File: src/rtl/sw_run_controller.sv
// Run sequencer between DE2-115 buttons/switches and the Smith-Waterman wrapper:
// debounced press events, load/start pulses, frozen parameters, watchdog, score hold.
module sw_run_controller #(
  parameter int DEB_CYCLES = 16,
  parameter int TIMEOUT_W  = 24,
  parameter int RESULT_W   = 18
) (
  input  logic                clk,
  input  logic                rst,
  input  logic                i_btn_set,
  input  logic                i_btn_start,
  input  logic [3:0]          i_match,
  input  logic [3:0]          i_mismatch,
  input  logic [3:0]          i_minusAlpha,
  input  logic [3:0]          i_minusBeta,
  output logic [3:0]          o_match,
  output logic [3:0]          o_mismatch,
  output logic [3:0]          o_minusAlpha,
  output logic [3:0]          o_minusBeta,
  output logic                o_set_t,
  output logic                o_start_cal,
  input  logic                i_busy,
  input  logic [RESULT_W-1:0] i_result,
  input  logic                i_valid,
  output logic [RESULT_W-1:0] o_score,
  output logic                o_score_valid,
  output logic                o_is_set,
  output logic [7:0]          o_run_cnt,
  output logic                o_timeout,
  output logic [2:0]          o_state
);

  localparam logic [2:0] S_IDLE   = 3'd0;
  localparam logic [2:0] S_SETP   = 3'd1;
  localparam logic [2:0] S_LOAD   = 3'd2;
  localparam logic [2:0] S_READY  = 3'd3;
  localparam logic [2:0] S_STARTP = 3'd4;
  localparam logic [2:0] S_RUN    = 3'd5;

  localparam int              CNT_W   = (DEB_CYCLES > 2) ? $clog2(DEB_CYCLES) : 1;
  localparam logic [CNT_W-1:0] CNT_MAX = CNT_W'(DEB_CYCLES - 1);

  logic [1:0] raw;
  logic [1:0] press;  // bit 0: set, bit 1: start
  assign raw = {i_btn_start, i_btn_set};

  for (genvar g = 0; g < 2; g++) begin : g_btn
    logic             s1, s2, lvl, lvl_q;
    logic [CNT_W-1:0] cnt;

    // NOTE: sequential state uses non-blocking assignments so every register
    // samples the pre-edge value of the others, giving a true shift chain.
    always_ff @(posedge clk or posedge rst) begin
      if (rst) begin
        s1    <= 1'b0;
        s2    <= 1'b0;
        lvl   <= 1'b0;
        lvl_q <= 1'b0;
        cnt   <= '0;
      end else begin
        s1    <= raw[g];
        s2    <= s1;
        lvl_q <= lvl;
        if (s2 == lvl) begin
          cnt <= '0;
        end else if (cnt == CNT_MAX) begin
          lvl <= s2;
          cnt <= '0;
        end else begin
          cnt <= cnt + 1'b1;
        end
      end
    end

    assign press[g] = lvl & ~lvl_q;
  end

  logic [2:0]           state;
  logic [TIMEOUT_W-1:0] wd;

  // Pulses are pure decodes of the state register, so no input reaches an output combinationally.
  assign o_state     = state;
  assign o_set_t     = (state == S_SETP);
  assign o_start_cal = (state == S_STARTP);

  always_ff @(posedge clk or posedge rst) begin
    if (rst) begin
      state         <= S_IDLE;
      wd            <= '0;
      o_match       <= '0;
      o_mismatch    <= '0;
      o_minusAlpha  <= '0;
      o_minusBeta   <= '0;
      o_score       <= '0;
      o_score_valid <= 1'b0;
      o_is_set      <= 1'b0;
      o_run_cnt     <= '0;
      o_timeout     <= 1'b0;
    end else begin
      case (state)
        S_IDLE: begin
          if (press[0]) state <= S_SETP;
        end
        S_SETP: begin
          state <= S_LOAD;
          wd    <= '0;
        end
        S_LOAD: begin
          if (!i_busy) begin
            state    <= S_READY;
            o_is_set <= 1'b1;
          end else if (&wd) begin
            state     <= S_READY;
            o_timeout <= 1'b1;
          end else begin
            wd <= wd + 1'b1;
          end
        end
        S_READY: begin
          if (press[0]) begin
            state <= S_SETP;
          end else if (press[1]) begin
            state         <= S_STARTP;
            o_match       <= i_match;
            o_mismatch    <= i_mismatch;
            o_minusAlpha  <= i_minusAlpha;
            o_minusBeta   <= i_minusBeta;
            o_score_valid <= 1'b0;
          end
        end
        S_STARTP: begin
          state <= S_RUN;
          wd    <= '0;
        end
        S_RUN: begin
          if (i_valid) begin
            state         <= S_READY;
            o_score       <= i_result;
            o_score_valid <= 1'b1;
            if (o_run_cnt != 8'hFF) o_run_cnt <= o_run_cnt + 1'b1;
          end else if (&wd) begin
            state     <= S_READY;
            o_timeout <= 1'b1;
          end else begin
            wd <= wd + 1'b1;
          end
        end
        default: state <= S_IDLE;
      endcase
    end
  end

endmodule
File: config.mk
export PLATFORM = sky130hd
export DESIGN_NAME = sw_run_controller
export DESIGN_NICKNAME = d
export VERILOG_FILES = /design/src/rtl/sw_run_controller.sv
export SDC_FILE = /design/constraint.sdc
export NUM_CORES = 1
export LEC_CHECK = 0
export CORE_ASPECT_RATIO = 0.9
export CORE_MARGIN = 2
export CORE_UTILIZATION = 45
export CTS_CLUSTER_SIZE = 40
export DETAILED_ROUTE_END_ITERATION = 8
export GPL_TIMING_DRIVEN = 0
export HOLD_SLACK_MARGIN = 0.02
export PLACE_DENSITY_LB_ADDON = 0.2
export SLEW_MARGIN = 20
export SYNTH_ARGS = -nofsm -noshare
export SYNTH_HDL_FRONTEND = slang
export SYNTH_SLANG_ARGS = --single-unit
File: constraint.sdc
create_clock -name clk -period 2.53 [get_ports clk]
set_input_delay 0.253 -clock clk [delete_from_list [all_inputs] [get_ports clk]]
set_output_delay 0.253 -clock clk [all_outputs]
set_load 0.02 [all_outputs]
After elaboration in Yosys (flattened, before gate mapping). Cells that the tools add are included.

Memories: 0. Output and inout bits: 50. Logic and storage cells: 89. Bits in writable memories: 0. Bits in latches: 0. ROM bits: 0. Bits of input ports: 40. Register bits after elaboration: 88.

Div/mod/pow operators: 0. Order comparisons: 0. Reduce and logical (&&, ||, !) cells: 16. Add/subtract/negate cells: 4. $mul: 0. Bitwise logic cells: 8. Mux-type cells: 23. Shifts and indexed selects: 0. Equality and inequality tests: 17.

Operators by type and width (number): $mux W24 (3); $pmux W24 S3 (1); $add A24 B1 Y24 const B (1); $reduce_and A24 Y1 (1); $mux W3 (6); $pmux W3 S6 (1); $mux W4 (4); $ne A2 B2 Y1 const B (6); $reduce_and A3 Y1 (4); $reduce_and A2 Y1 (5); $add A4 B1 Y4 const B (2); $add A8 B1 Y8 const B (1); $eq A4 B4 Y1 const B (2); $ne A8 B8 Y1 const B (1); $eq A3 B2 Y1 const B (2); $eq A3 B3 Y1 const B (2); $mux W1 (6); $not A1 Y1 (6); $pmux W1 S2 (2); $reduce_and A4 Y1 (1); $reduce_bool A2 Y1 (2); $eq A3 B1 Y1 const B (1); $logic_not A3 Y1 (1); $ne A3 B3 Y1 const B (1); other kinds (4) (6).

Longest topological paths before layout. Gate-level depths: netlist (run 1).

Word-level depth: 5. Mapped depth: 7. Gate-level depth less buffers: 6.

Worst setup path after synthesis (run 1). Ideal clock, no wire load.

Kind: register -> register. Start point: register state[0] (netlist: o_state[0]). End point: register wd[22]. Setup slack: 0.601 ns. Period minus slack after synthesis: 1.929 ns. Stages on the path, launching flop included: 7. Data arrival time: 1.795 ns. Cell sequence: dfrtp_1 > buf_4 > and4bb_2 > or2_2 > a21oi_1 > or4b_1 > a21oi_1.

Cells in the longest elaborated chain, start to end: 4. Elaborated cells between the ends (all ways): 10.

RTL lines: start: declaration (RTL line 78) `logic [2:0] state;`; start signal: assignment (RTL line 88) `state <= S_IDLE;`; start signal: assignment (RTL line 102) `if (press[0]) state <= S_SETP;`; start signal: assignment (RTL line 105) `state <= S_LOAD;`; $eq A3 B1 Y1 or $eq A3 B3 Y1 (tied branches) (RTL line 100) `case (state)`; $reduce_or A2 Y1 (no source line); $reduce_bool A3 Y1 (no source line); $reduce_and A3 Y1 (no source line); end signal: assignment (RTL line 116) `wd <= wd + 1'b1;`; end signal: assignment (RTL line 145) `wd <= wd + 1'b1;`; end: declaration (RTL line 79) `logic [TIMEOUT_W-1:0] wd;`.

Parallel ways exist; a longest one is shown, timed or not. A chain may end at the register's enable or synchronous reset.

Worst setup path after layout (run 1).
Start point: register state[1] (netlist: o_state[1]). End point: output port o_start_cal.

Cells in the longest elaborated chain, start to end: 1.

RTL lines: $eq A3 B3 Y1 (RTL line 84) `assign o_start_cal = (state == S_STARTP);`; end: declaration (RTL line 21) `output logic o_start_cal,`.

Every way passes these cells.

==> flow_summary.yaml, run 1 <==
grt:
  first_global_vias: 2900
  grt_pass1_wl_um: 13740
  grt_start_max_net_pins: 33
  antenna_found_initial: 0
  track_usage_pct: 18.67
  grt_most_used_layer: "met2"
  met2_usage_pct: 29.14
  gr-usage-met1_pct: 24.09
  overflow: 0
  use_met3_pct: 6.876
power_and_ir_drop:
  p_leak_nw: 2.281
  p_comb_share_pct: 12.3
  ir_drop_uv: 388.4
  pwr_density_cell_mw_per_mm2: 516.9
  intPower_mw: 2.030
  p_seq_share_pct: 55.3
  switchingPower_mw: 0.6842
  sw_frac_of_total_pct: 25.21
  total_power_mw: 2.714
  power.share.clock_pct: 32.5
layout:
  fin_nets: 473
  multiInputGateArea_mm2: 0.001648
  post-route-util_pct: 61.29
  regArea_mm2: 0.002202
  diodes: 0
  syn2layout_area_growth_pct: 32.65
  drive_gt1_share_pct: 18.48
  fillers: 712
logic_synthesis:
  async_flop_share_pct: 100.0
  yosysMostFrequentCell: "dfrtp_1"
  ys_seq_area_share_pct: 55.63
  synth_ff_type: "dfrtp_1"
  synthTopCellsByCount: "dfrtp_1, mux2_2, a21oi_1"
  synth-seq-cells: 88
  syn_area_per_cell_um2: 12.14
  synthTopCellsByArea: "dfrtp_1, mux2_2, xnor2_1, a21oi_1, nand3_1"
  synth_cell_types: 56
  yosys.area.top_type: "dfrtp_1"
  syn_inst: 326
  yosys_warnings: 0
  synth_top_area_share_pct: 55.63
  netlist_area_mm2: 0.003959
  synth_edf_count: 0
  syn_nets: 370
drt:
  dr.pass1.iters: 6
  ant_nets: 0
  drc_errors: 0
  wl_per_cell_um: 14.87
  vias: 2866
  drt_iter0_drc: 59
  routed_wl_um: 8206
  viasPerCell: 5.192
cts:
  cts-resized-gates: 0
  cts_hold_buf: 0
  clkSinkCount: 88
  cts_root_buf: "clkbuf_8"
  postCtsSetupBuffers: 0
  cts_tree: "done"
  numCtsBuffers: 9
  path_clk_slew_ps: 80
  clkLatencyLatePin_ps: 360
  h-tree-depth: 3
  cts_max_path_buffers: 2
worst_setup_path:
  cp.required_ps: 2280
  rr_startpoint: "o_state[0]"
  r2r_slack_ps: 430
  arrival_ps: 1990
  crit_path_end_kind: "output pin"
  r2r_end: "wd[16]"
  critPathMaxFanout: 10
  critPathLaunchType: "register"
  worstRegToRegCells: 6
  crit_type: "reg2out"
sta:
  slew_headroom_pct: 60.37
  fin_crit_ps: 2247
  finClkSkew_ps: 10.20
  worstMarginPinSlew_ps: 590.6
  finalCritPeriodShare_pct: 88.83
  finalMaxSlewViolations: 0
  hold_violations: 0
  setup_ws_ps: 282.5
  rsz0062_at_grt: "false"
  fmax_mhz: 444.9
  setup_tns_ps: 0
  setup_viol: 0
worst_hold_path:
  min_path_type: "in2async"
floorplanning:
  initial_utilization_pct: 46.20
  rows: 32
  die_height_um: 92.98
  pin_count: 90
  core_mm2: 0.008568
  fp.dieW_um: 102.9
  dieArea_mm2: 0.009564
placement:
  post-place-ws_ps: 247.0
  gp_congestion: 0.8304
  place_hpwl_um: 6059
  port_buffers: 89
flow_run:
  maxCapViolations: 0
status:
  status: "complete, no violations"
kinds of logic after synthesis:
family	after synthesis	share of synthesized area, %
mux	38	10.78
xor+xnor	16	3.540
flops	88	55.63
simple gates	101	15.93
compound gates	60	10.11
fa+ha+maj	4	1.264
buf+inv	19	2.749
power by group through the flow:
stage / registers, mW / clock network (mW) / logic [mW]
finish: 1.50 / 0.882 / 0.333
floorplan: 1.54 / 0 / 0.159
global route: 1.51 / 0.961 / 0.374
detailed placement: 1.53 / 0 / 0.338
CTS: 1.50 / 0.913 / 0.340
global placement: 1.52 / 0 / 0.315
placed cells by master, fill, tap and decap left out, types with 5 or more instances in the layout:
master / instances
o21ai_0: 12
inv_1: 6
nand2_1: 16
dfrtp_1: 88
xnor2_1: 13
clkbuf_8: 11
nor2b_1: 8
o31ai_1: 7
nand3_1: 12
a21oi_1: 19
clkdlybuf4s50_1: 89
nor2_1: 15
nor3_1: 5
mux2_2: 37
or4_1: 5
nand4_1: 6
buf_2: 5
flip-flops by register name, summed over array words and instances (netlist names):
name           flops
o_is_set           1
wd                24
o_minusAlpha       4
o_score_valid      1
o_timeout          1
g_btn.s2           2
o_run_cnt          8
g_btn.lvl          2
o_mismatch         4
o_match            4
o_minusBeta        4
o_score           18
g_btn.lvl_q        2
g_btn.s1           2
g_btn.cnt          8
o_state            3
how the worst max path moves through the flow:
stage | startpoint | end | cells after the start
2_1_floorplan | o_state[0] | wd[22] | 6
3_3_place_gp | rst | o_score[1] | 2
3_5_place_dp | i_valid | wd[16] | 6
4_1_cts | o_state[1] | o_start_cal | 3
5_1_grt | o_state[1] | o_start_cal | 3
6_report | o_state[1] | o_start_cal | 3
worst max-delay path, cell delays in order, from the launching register on:
cell,delay [ps]
dfrtp_1,440
clkbuf_1,220
nor3b_1,300
clkdlybuf4s50_1,670
per-layer routing:
layer,vias to the layer above,routed length [um]
met5,-,0
met4,0,121
met3,8,451
met2,59,3972
met1,1395,3660
li1,1404,-
layout make-up:
type	count	area share (%)
multi-input cells	219	31.38
well taps	119	2.835
inverters	7	0.5718
plain buffers	12	1.573
clock buffers	13	3.026
repair buffers	92	18.39
clock inverters	2	0.2859
flip-flops and latches	88	41.93
per-stage QoR:
step / hold slack (ps) / cell area [um^2] / cells
after detailed placement: 336.3 / 5077 / 537
final: 242.2 / 5251 / 552
after floorplan: 284.4 / 3963 / 326
after global placement: 333.3 / 5002 / 534
after CTS: 244.5 / 5251 / 552
after global routing: 255.3 / 5251 / 552
Power figures use the tool's default switching activity.
==> run 2, diff against run 1 <==
- PLACE_DENSITY: unset -> 0.87
- PLACE_DENSITY_LB_ADDON: 0.2 -> unset
==> run 2 against run 1 <==
Power is 5.4% higher. Sequential cell count stayed put. Cell count stayed put. Core utilization hardly changed. Maximum frequency is 0.37% higher. Worst setup slack better by 8.3 ps. Worst hold slack better by 21 ps. Clock skew is 1.2 ps higher. Final area hardly changed. Critical path type unchanged. Highest routed layer unchanged.
==> flow_summary.yaml, run 2 (synthesized netlist as in run 1, its figures left out) <==
status:
  status: "complete, no violations"
placement:
  placedCellCount: 536
  postPlaceCellArea_mm2: 0.005042
  place_hpwl_um: 6343
  gp_congestion: 0.8201
  port_buffers: 89
  post-place-ws_ps: 157.5
sta:
  setup_viol: 0
  worstMarginPinSlew_ps: 563.7
  finClkSkew_ps: 11.37
  hold_ws_ps: 263.2
  hold_violations: 0
  setup_tns_ps: 0
  slew_headroom_pct: 62.16
  fmax_mhz: 446.6
  setup_ws_ps: 290.8
  rsz0062_at_grt: "false"
  finalMaxSlewViolations: 0
  finalCritPeriodShare_pct: 88.50
  fin_crit_ps: 2239
worst_setup_path:
  cp.depth: 3
  crit_type: "reg2out"
  arrival_ps: 1990
  crit_path_end_kind: "output pin"
  critPathSlowestCell: "clkdlybuf4s50_1"
  r2r_slack_ps: 360
  rr_startpoint: "o_state[0]"
  critPathMaxFanout: 10
  crit_path_start: "o_state[1]"
  worstRegToRegCells: 6
  path_buf_inv: 2
  critPathLaunchType: "register"
  cp.required_ps: 2280
  cp_top_family: "buffers and inverters"
  r2r_end: "wd[16]"
  critPathMaxStageDelay_ps: 670
  cp_cell_sequence: "clkbuf_1, nor3b_1, clkdlybuf4s50_1"
layout:
  syn2layout_area_growth_pct: 32.68
  post-route-util_pct: 61.30
  fillers: 668
  layoutNonFillerInstCount: 552
  drive_gt1_share_pct: 18.94
  reg_top3: "wd: 24 flops, o_score: 18 flops"
  final_cell_mix: "clkdlybuf4s50_1, dfrtp_1, mux2_2"
  final_common_cell: "clkdlybuf4s50_1"
  top_register: "wd"
  final_area_mm2: 0.005253
  diodes: 0
  largest_reg_flops: 24
  fin_nets: 472
cts:
  cts_tree: "done"
  clkLatencyLatePin_ps: 360
  numCtsBuffers: 9
  cts_max_path_buffers: 2
  path_clk_slew_ps: 100
  clkSinkCount: 88
  h-tree-depth: 3
  cts_hold_buf: 0
  cts_root_buf: "clkbuf_8"
  cts-resized-gates: 0
  postCtsSetupBuffers: 0
grt:
  grt_pass1_wl_um: 14520
  antenna_found_initial: 0
  grt_start_max_net_pins: 35
  overflow: 0
  track_usage_pct: 19.40
  first_global_vias: 3065
drt:
  drc_errors: 0
  viasPerCell: 5.397
  dr.pass1.iters: 4
  ant_nets: 0
  wl_per_cell_um: 15.53
  vias: 2979
  drt_iter0_drc: 223
  routed_wl_um: 8575
worst_hold_path:
  min_path_type: "in2async"
floorplanning:
  dieArea_mm2: 0.009564
  fp.dieW_um: 102.9
  pin_count: 90
  rows: 32
  initial_utilization_pct: 46.20
  die_height_um: 92.98
  core_mm2: 0.008568
power_and_ir_drop:
  pwr_density_cell_mw_per_mm2: 544.4
  total_power_mw: 2.860
  p_leak_nw: 2.287
  ir_drop_uv: 344.3
flow_run:
  maxCapViolations: 0
==> run 2: worst reg2reg max path, delay by kind of cell, from the launching register on <==
kind / cells / cell delay, ps
AOI/OAI and AO/OA: 3 / 860
DFF: 1 / 400
buffers and inverters: 1 / 180
and+or+nand+nor: 2 / 650
==> run 2: area by class of cell <==
cell class | count | area (um^2) | area share [%]
sequential | 88 | 2202 | 41.92
multi-input combinational | 219 | 1648 | 31.37
timing repair buffer | 91 | 930.9 | 17.72
tap | 119 | 148.9 | 2.835
clock buffer | 10 | 137.6 | 2.620
buffer | 12 | 82.58 | 1.572
clock inverter | 6 | 72.57 | 1.382
inverter | 7 | 30.03 | 0.5717
==> run 2: power breakdown <==
part / leakage, nW / internal, mW / total, mW / switching (mW)
combinational: 0.990 / 0.164 / 0.335 / 0.171
sequential: 1.19 / 1.46 / 1.50 / 0.0450
clock: 0.104 / 0.496 / 1.02 / 0.528
total: 2.29 / 2.12 / 2.86 / 0.744
==> run 2: worst max path at each step <==
stage / end
after global placement: wd[16]
after global routing: o_start_cal
final: o_start_cal
after detailed placement: wd[16]
after floorplan: wd[22]
after CTS: o_start_cal
==> run 2: layer usage <==
metal	GRT usage [%]	vias up	part of all wire, %	routed length, um
li1	-	1397	-	-
met1	24.45	1466	40	3407
met2	31.75	105	51	4408
met3	6.726	11	7.7	664
met4	5.592	0	1.1	95
met5	0	-	0	0
